`src/rtl/mem_arb_pkg.sv`:
```
// Shared types and constants for the IF/MEM
// shared-SRAM arbiter.
package mem_arb_pkg;

  typedef enum logic [1:0] {
    S_IDLE = 2'd0,
    S_INST = 2'd1,
    S_DATA = 2'd2
  } arb_state_e;

  localparam logic MEM_READ  = 1'b0;
  localparam logic MEM_WRITE = 1'b1;

  localparam logic [15:0] INST_NOP_DEF = 16'h0800;
  localparam int          WAIT_MAX     = 15;

endpackage

```
`src/rtl/mem_arbiter_if.sv`:
```
// Client and SRAM-side signal bundle of the
// shared memory arbiter.
interface mem_arbiter_if #(
  parameter int ADDR_W = 18,
  parameter int DATA_W = 16
);

  logic              if_req_i;
  logic [ADDR_W-1:0] if_addr_i;
  logic [DATA_W-1:0] if_rdata_o;
  logic              if_valid_o;

  logic              dm_rd_i;
  logic              dm_wr_i;
  logic [ADDR_W-1:0] dm_addr_i;
  logic [DATA_W-1:0] dm_wdata_i;
  logic [DATA_W-1:0] dm_rdata_o;
  logic              dm_done_o;

  logic              stall_o;
  logic              proto_err_o;

  logic              mem_en_o;
  logic              mem_we_o;
  logic [ADDR_W-1:0] mem_addr_o;
  logic [DATA_W-1:0] mem_wdata_o;
  logic [DATA_W-1:0] mem_rdata_i;

  modport slave (
    input  if_req_i, if_addr_i,
    output if_rdata_o, if_valid_o,
    input  dm_rd_i, dm_wr_i,
    input  dm_addr_i, dm_wdata_i,
    output dm_rdata_o, dm_done_o,
    output stall_o, proto_err_o,
    output mem_en_o, mem_we_o,
    output mem_addr_o, mem_wdata_o,
    input  mem_rdata_i
  );

  modport master (
    output if_req_i, if_addr_i,
    input  if_rdata_o, if_valid_o,
    output dm_rd_i, dm_wr_i,
    output dm_addr_i, dm_wdata_i,
    input  dm_rdata_o, dm_done_o,
    input  stall_o, proto_err_o,
    input  mem_en_o, mem_we_o,
    input  mem_addr_o, mem_wdata_o,
    output mem_rdata_i
  );

endinterface

```
`src/rtl/mem_wait_timer.sv`:
```
// Loadable down-counter; o_last marks the final
// cycle of a WAIT_CYCLES-long SRAM access.
module mem_wait_timer
  import mem_arb_pkg::*;
#(
  parameter int WAIT_CYCLES = 1
) (
  input  logic clk,
  input  logic rst,
  input  logic i_load,
  output logic o_last
);

  if (WAIT_CYCLES < 1 ||
      WAIT_CYCLES > WAIT_MAX) begin : g_bad_wait
    $error("WAIT_CYCLES out of range 1..15");
  end

  logic [3:0] r_cnt;

  always_ff @(posedge clk) begin
    if (rst) begin
      r_cnt <= '0;
    end else if (i_load) begin
      r_cnt <= 4'(WAIT_CYCLES - 1);
    end else if (r_cnt != '0) begin
      r_cnt <= r_cnt - 4'd1;
    end
  end

  assign o_last = (r_cnt == '0);

endmodule

```
`src/rtl/mem_arbiter.sv`:
```
// Arbitrates IF fetches and MEM data accesses onto
// one SRAM port; data first, fetches never starved.
module mem_arbiter
  import mem_arb_pkg::*;
#(
  parameter int ADDR_W      = 18,
  parameter int DATA_W      = 16,
  parameter int WAIT_CYCLES = 1,
  parameter logic [DATA_W-1:0] INST_NOP =
    DATA_W'(INST_NOP_DEF)
) (
  input logic clk,
  input logic rst,
  mem_arbiter_if.slave bus
);

  arb_state_e        r_state;
  arb_state_e        w_state_nxt;
  logic              r_last_data;
  logic              r_en;
  logic              r_we;
  logic              r_if_valid;
  logic              r_dm_done;
  logic              r_proto_err;
  logic [ADDR_W-1:0] r_addr;
  logic [DATA_W-1:0] r_wdata;
  logic [DATA_W-1:0] r_if_rdata;
  logic [DATA_W-1:0] r_dm_rdata;

  logic w_tmr_last;
  logic w_last;
  logic w_arb;
  logic w_dm_vld;
  logic w_dm_ok;
  logic w_if_ok;
  logic w_sel_dm;
  logic w_sel_if;
  logic w_pick_dm;
  logic w_pick_if;
  logic w_grant;

  assign w_dm_vld = bus.dm_rd_i ^ bus.dm_wr_i;
  assign w_last   = (r_state != S_IDLE) & w_tmr_last;
  assign w_arb    = (r_state == S_IDLE) | w_last;

  // the client being served still holds its level
  assign w_dm_ok  = w_dm_vld & ~r_dm_done &
                    (r_state != S_DATA);
  assign w_if_ok  = bus.if_req_i & ~r_if_valid &
                    (r_state != S_INST);
  assign w_sel_dm = w_dm_ok &
                    (~r_last_data | ~w_if_ok);
  assign w_sel_if = w_if_ok & ~w_sel_dm;
  assign w_grant  = w_pick_dm | w_pick_if;

  mem_wait_timer #(
    .WAIT_CYCLES(WAIT_CYCLES)
  ) u_timer (
    .clk    (clk),
    .rst    (rst),
    .i_load (w_grant),
    .o_last (w_tmr_last)
  );

  always_ff @(posedge clk) begin
    if (rst) r_state <= S_IDLE;
    else     r_state <= w_state_nxt;
  end

  always_comb begin
    w_state_nxt = r_state;
    w_pick_dm   = 1'b0;
    w_pick_if   = 1'b0;
    if (w_arb) begin
      unique case (1'b1)
        w_sel_dm: begin
          w_state_nxt = S_DATA;
          w_pick_dm   = 1'b1;
        end
        w_sel_if: begin
          w_state_nxt = S_INST;
          w_pick_if   = 1'b1;
        end
        default: w_state_nxt = S_IDLE;
      endcase
    end
  end

  always_ff @(posedge clk) begin
    if (rst) begin
      r_last_data <= 1'b0;
      r_en        <= 1'b0;
      r_we        <= MEM_READ;
      r_addr      <= '0;
      r_wdata     <= '0;
      r_if_rdata  <= INST_NOP;
      r_dm_rdata  <= '0;
      r_if_valid  <= 1'b0;
      r_dm_done   <= 1'b0;
      r_proto_err <= 1'b0;
    end else begin
      r_if_valid  <= w_last & (r_state == S_INST);
      r_dm_done   <= w_last & (r_state == S_DATA);
      r_proto_err <= bus.dm_rd_i & bus.dm_wr_i;
      if (w_last & (r_state == S_INST))
        r_if_rdata <= bus.mem_rdata_i;
      if (w_last & (r_state == S_DATA) &
          (r_we == MEM_READ))
        r_dm_rdata <= bus.mem_rdata_i;
      if (w_grant) begin
        r_en        <= 1'b1;
        r_last_data <= w_pick_dm;
        r_we        <= (w_pick_dm & bus.dm_wr_i) ?
                       MEM_WRITE : MEM_READ;
        r_addr      <= w_pick_dm ? bus.dm_addr_i :
                                   bus.if_addr_i;
        if (w_pick_dm) r_wdata <= bus.dm_wdata_i;
      end else if (w_last) begin
        r_en <= 1'b0;
        r_we <= MEM_READ;
      end
    end
  end

  assign bus.if_rdata_o  = r_if_rdata;
  assign bus.if_valid_o  = r_if_valid;
  assign bus.dm_rdata_o  = r_dm_rdata;
  assign bus.dm_done_o   = r_dm_done;
  assign bus.proto_err_o = r_proto_err;
  assign bus.mem_en_o    = r_en;
  assign bus.mem_we_o    = r_we;
  assign bus.mem_addr_o  = r_addr;
  assign bus.mem_wdata_o = r_wdata;
  assign bus.stall_o     =
    (w_dm_vld & ~r_dm_done) |
    (bus.if_req_i & ~r_if_valid);

endmodule

```
`src/flat_wrapper.sv`:
```
// flat-port wrapper written by rule: the top's interface ports become plain ports
module mem_arbiter_flat import mem_arb_pkg::*;
#(
  parameter int ADDR_W      = 18,
  parameter int DATA_W      = 16,
  parameter int WAIT_CYCLES = 1,
  parameter logic [DATA_W-1:0] INST_NOP =
    DATA_W'(INST_NOP_DEF)
)
  (clk, rst, bus_if_req_i, bus_if_addr_i, bus_if_rdata_o, bus_if_valid_o, bus_dm_rd_i, bus_dm_wr_i, bus_dm_addr_i, bus_dm_wdata_i, bus_dm_rdata_o, bus_dm_done_o, bus_stall_o, bus_proto_err_o, bus_mem_en_o, bus_mem_we_o, bus_mem_addr_o, bus_mem_wdata_o, bus_mem_rdata_i);
  mem_arbiter_if #(.ADDR_W(ADDR_W), .DATA_W(DATA_W)) bus_i ();
  input logic clk;
  input logic rst;
  input wire logic [$bits(bus_i.if_req_i)-1:0] bus_if_req_i;
  input wire logic [$bits(bus_i.if_addr_i)-1:0] bus_if_addr_i;
  output wire logic [$bits(bus_i.if_rdata_o)-1:0] bus_if_rdata_o;
  output wire logic [$bits(bus_i.if_valid_o)-1:0] bus_if_valid_o;
  input wire logic [$bits(bus_i.dm_rd_i)-1:0] bus_dm_rd_i;
  input wire logic [$bits(bus_i.dm_wr_i)-1:0] bus_dm_wr_i;
  input wire logic [$bits(bus_i.dm_addr_i)-1:0] bus_dm_addr_i;
  input wire logic [$bits(bus_i.dm_wdata_i)-1:0] bus_dm_wdata_i;
  output wire logic [$bits(bus_i.dm_rdata_o)-1:0] bus_dm_rdata_o;
  output wire logic [$bits(bus_i.dm_done_o)-1:0] bus_dm_done_o;
  output wire logic [$bits(bus_i.stall_o)-1:0] bus_stall_o;
  output wire logic [$bits(bus_i.proto_err_o)-1:0] bus_proto_err_o;
  output wire logic [$bits(bus_i.mem_en_o)-1:0] bus_mem_en_o;
  output wire logic [$bits(bus_i.mem_we_o)-1:0] bus_mem_we_o;
  output wire logic [$bits(bus_i.mem_addr_o)-1:0] bus_mem_addr_o;
  output wire logic [$bits(bus_i.mem_wdata_o)-1:0] bus_mem_wdata_o;
  input wire logic [$bits(bus_i.mem_rdata_i)-1:0] bus_mem_rdata_i;
  assign bus_i.if_req_i = bus_if_req_i;
  assign bus_i.if_addr_i = bus_if_addr_i;
  assign bus_if_rdata_o = bus_i.if_rdata_o;
  assign bus_if_valid_o = bus_i.if_valid_o;
  assign bus_i.dm_rd_i = bus_dm_rd_i;
  assign bus_i.dm_wr_i = bus_dm_wr_i;
  assign bus_i.dm_addr_i = bus_dm_addr_i;
  assign bus_i.dm_wdata_i = bus_dm_wdata_i;
  assign bus_dm_rdata_o = bus_i.dm_rdata_o;
  assign bus_dm_done_o = bus_i.dm_done_o;
  assign bus_stall_o = bus_i.stall_o;
  assign bus_proto_err_o = bus_i.proto_err_o;
  assign bus_mem_en_o = bus_i.mem_en_o;
  assign bus_mem_we_o = bus_i.mem_we_o;
  assign bus_mem_addr_o = bus_i.mem_addr_o;
  assign bus_mem_wdata_o = bus_i.mem_wdata_o;
  assign bus_i.mem_rdata_i = bus_mem_rdata_i;
  mem_arbiter #(.ADDR_W(ADDR_W), .DATA_W(DATA_W), .WAIT_CYCLES(WAIT_CYCLES), .INST_NOP(INST_NOP)) u_core (.clk(clk), .rst(rst), .bus(bus_i));
endmodule
```
`config.mk`:
```
export PLATFORM = sky130hd
export DESIGN_NAME = mem_arbiter_flat
export DESIGN_NICKNAME = d
export VERILOG_FILES = /design/src/rtl/mem_arb_pkg.sv /design/src/rtl/mem_arbiter_if.sv /design/src/rtl/mem_wait_timer.sv /design/src/rtl/mem_arbiter.sv /design/src/flat_wrapper.sv
export SDC_FILE = /design/constraint.sdc
export NUM_CORES = 1
export LEC_CHECK = 0
export BUFFER_PORTS_ARGS = -buffer_cell sky130_fd_sc_hd__buf_2
export CAP_MARGIN = 20
export CORE_ASPECT_RATIO = 0.5
export CORE_MARGIN = 2
export CORE_UTILIZATION = 30
export CTS_CLUSTER_SIZE = 16
export DETAILED_ROUTE_END_ITERATION = 12
export PLACE_DENSITY = 0.63
export SLEW_MARGIN = 20
export SYNTH_ARGS = -nofsm -noshare
export SYNTH_HDL_FRONTEND = slang
export SYNTH_SLANG_ARGS = --single-unit
```
`constraint.sdc`:
```
create_clock -name clk -period 2.75 [get_ports clk]
set_input_delay 0.1375 -clock clk [delete_from_list [all_inputs] [get_ports clk]]
set_output_delay 0.1375 -clock clk [all_outputs]
set_load 0.02 [all_outputs]
```
==> results_dict.tcl <==
set metrics [dict create \
    worst_clock_skew_ns 0.00583 \
    synthCells 371 \
    grt_pass1_wl_um 14500 \
    pre_cts_slack_ns 0.549 \
    crit_buf_inv 2 \
    cts_made_buffers 9 \
    ant_nets 0 \
    grt_pass1_vias 3050 \
    antenna_cells 0 \
    io_buffers 144 \
    final_common_cell "buf_2" \
    vias 3086 \
    holdPathEnd "u_core.bus.if_rdata_o[11]" \
    avgViaCountPerCell 4.77 \
    fmax_mhz 452 \
    gp_congestion 0.754 \
    cp_cell_sequence "inv_1 -> ha_1 -> nand4bb_1 -> a221o_1 -> buf_4 -> nor3_1 -> a311oi_1" \
    power.density_nw_per_um2 939 \
    worstReg2RegEnd "u_core.bus.mem_addr_o[11]" \
    crit_path_top_delay_cell "a221o_1" \
    required_ns 2.97 \
    overflow 0 \
    slew_violations 0 \
    syn2layout_area_growth_pct 35.5 \
    drive_gt1_frac 0.343 \
    num_rows 26 \
    hold_buffers 0 \
    synth_top_area_frac 0.491 \
    crit_path_end_kind "flip-flop" \
    rsz0062_at_grt "no" \
    crit_fanout 22 \
    fin_nets 578 \
    fillers 1059 \
    clkLatencyLatePin_ns 0.32 \
    routedWlPerCell_um 13.7 \
    holdPathStages 3 \
    worst_slew_pin_slew_ns 0.817 \
    synth_area_leaders "dfxtp_1 49%, nand2_1 9.0%, a21oi_1 5.8%" \
    clock_path_buffers 2 \
    die_w_um 150 \
    place_area_um2 4000 \
    hold_start "bus_mem_rdata_i[11]" \
    cp.arrival_ns 2.43 \
    worstSetupPathType "reg2reg" \
    reg2reg_from "u_core.u_timer.r_cnt[0]" \
    yosysTopAreaCell "dfxtp_1" \
    finalHoldViolations 0 \
    ios 145 \
    wirelength_um 8850 \
    start_util 0.311 \
    fin_util 0.421 \
    setup_viol 0 \
    ff2ff_path_depth 7 \
    synth_cell_type_count 41 \
    first_pass_iters 5 \
    drc 0 \
    dp_hpwl_um 6130 \
    cts_tree "done" \
    leakage_nw 1.91 \
    cp_top_family "compound AO/OA/AOI/OAI gates" \
    cts_resized 0 \
    start_kind "flip-flop" \
    cts.sinks 78 \
    fin_crit_ns 2.21 \
    clk_pin_slew_ns 0.06 \
    htreeDepth 3 \
    syn-num-nets 447 \
    min_period_over_period 0.805 \
    die_area_um2 11500 \
    grt_max_degree 41 \
    syn_area_um2 3180 \
    synthArstFlopShare 0 \
    holdCritPathClass "in2reg" \
    final.setup.worst_slack_ns 0.537 \
    initialDrtViolationCount 146 \
    synth_edf_count 0 \
    core_area_um2 10200 \
    r2r_slack_ns 0.54 \
    seq_area_frac_synth 0.491 \
    synth_seq_cells 78 \
    mostFrequentLayoutCells "144 x buf_2, 78 x dfxtp_1, 76 x nand2_1" \
    die_h_um 76.8 \
    max_stage_delay_ns 0.62 \
    fin_area_um2 4310 \
    slew_headroom 0.455 \
    status "finished, final reports clean" \
    holdWs_ns 0.0489 \
    post-cts-setup-buffers 0 \
    grt_use_total 0.155 \
    fin_tns_setup_ns 0 \
    synth.avg_cell_area_um2 8.58 \
    irDropWorstVdd_v 0.000340 \
    drv_cap 0 \
    antenna_found_initial 0 \
    root_buffer "clkbuf_16" \
    synth_flop_cell "dfxtp_1" \
    ys_warn_count 0 \
]
## report_power, final
| part | internal [mW] | total, mW | leakage [nW] | switching, mW |
|---|---|---|---|---|
| combinational | 0.460 | 1.33 | 1.11 | 0.867 |
| clock | 0.817 | 1.26 | 0.157 | 0.447 |
| sequential | 1.34 | 1.46 | 0.639 | 0.119 |
## synthesized netlist by cell type (4+ instances only)
library cell and count:
o21ai_0 15, nor2_1 21, nand2_1 76, a21oi_1 37, nor3_1 20, buf_2 6
clkbuf_1 18, buf_4 4, a311oi_1 18, dfxtp_1 78, mux2i_1 16, nand3_1 17
nor4_1 4
## how the worst max path moves through the flow
stage	to	start	slack (ns)	cells past startpoint
after floorplan	u_core.bus.mem_wdata_o[10]	u_core.u_timer.r_cnt[0]	0.91	9
after global placement	u_core.bus.mem_addr_o[4]	u_core.u_timer.r_cnt[0]	0.62	7
after detailed placement	u_core.bus.mem_addr_o[11]	u_core.u_timer.r_cnt[0]	0.55	7
after CTS	u_core.bus.mem_addr_o[11]	u_core.u_timer.r_cnt[0]	0.53	7
after global routing	u_core.bus.mem_addr_o[5]	u_core.u_timer.r_cnt[0]	0.33	7
final	u_core.bus.mem_addr_o[11]	u_core.u_timer.r_cnt[0]	0.54	7
## per-stage QoR
stage	total power, mW	instances
global route	4.29	647
finish	4.05	647
global placement	2.81	631
detailed placement	2.81	631
floorplan	2.42	371
CTS	4.09	647
## worst register-to-register path, stage by stage, from the launching register on
cell       delay, ns
dfxtp_1         0.33
inv_1           0.08
ha_1            0.26
nand4bb_1       0.15
a221o_1         0.62
buf_4           0.34
nor3_1          0.06
a311oi_1        0.27
## registers in the layout (all words and copies together), names as in the netlist
name,cells
u_core.r_state,2
u_core.bus.mem_we_o,1
u_core.u_timer.r_cnt,4
u_core.bus.mem_en_o,1
u_core.r_last_data,1
u_core.bus.mem_wdata_o,16
u_core.bus.dm_done_o,1
u_core.bus.if_valid_o,1
u_core.bus.proto_err_o,1
u_core.bus.if_rdata_o,16
u_core.bus.mem_addr_o,18
u_core.bus.dm_rdata_o,16
## metal layers
metal  global-route usage  wire [um]  share of wire  up-vias
li1                     -          -              -     1560
met1                0.191       4050           0.46     1446
met2                0.263       4230           0.48       72
met3               0.0464        466          0.053        8
met4               0.0419        104          0.012        0
met5                    0          0              0        -
## final cells by class
type	instances	area [um^2]	share of cell area
clock buffers	12	246	0.0572
clock inverters	4	70.1	0.0163
inverters	3	11.3	0.00261
multi-input cells	258	1450	0.337
flip-flops and latches	78	1560	0.362
well taps	140	175	0.0406
repair buffers	152	793	0.184
## cells by family (layout without fill, tap and decap cells)
family	after synthesis	after routing	share of synthesized area
mux	16	16	0.0503
flops	78	78	0.491
compound gates	81	81	0.161
xor+xnor	2	2	0.00551
simple gates	156	156	0.225
buf+inv	35	171	0.0554
fa+ha+maj	3	3	0.0118
Power figures use the tool's default switching activity.
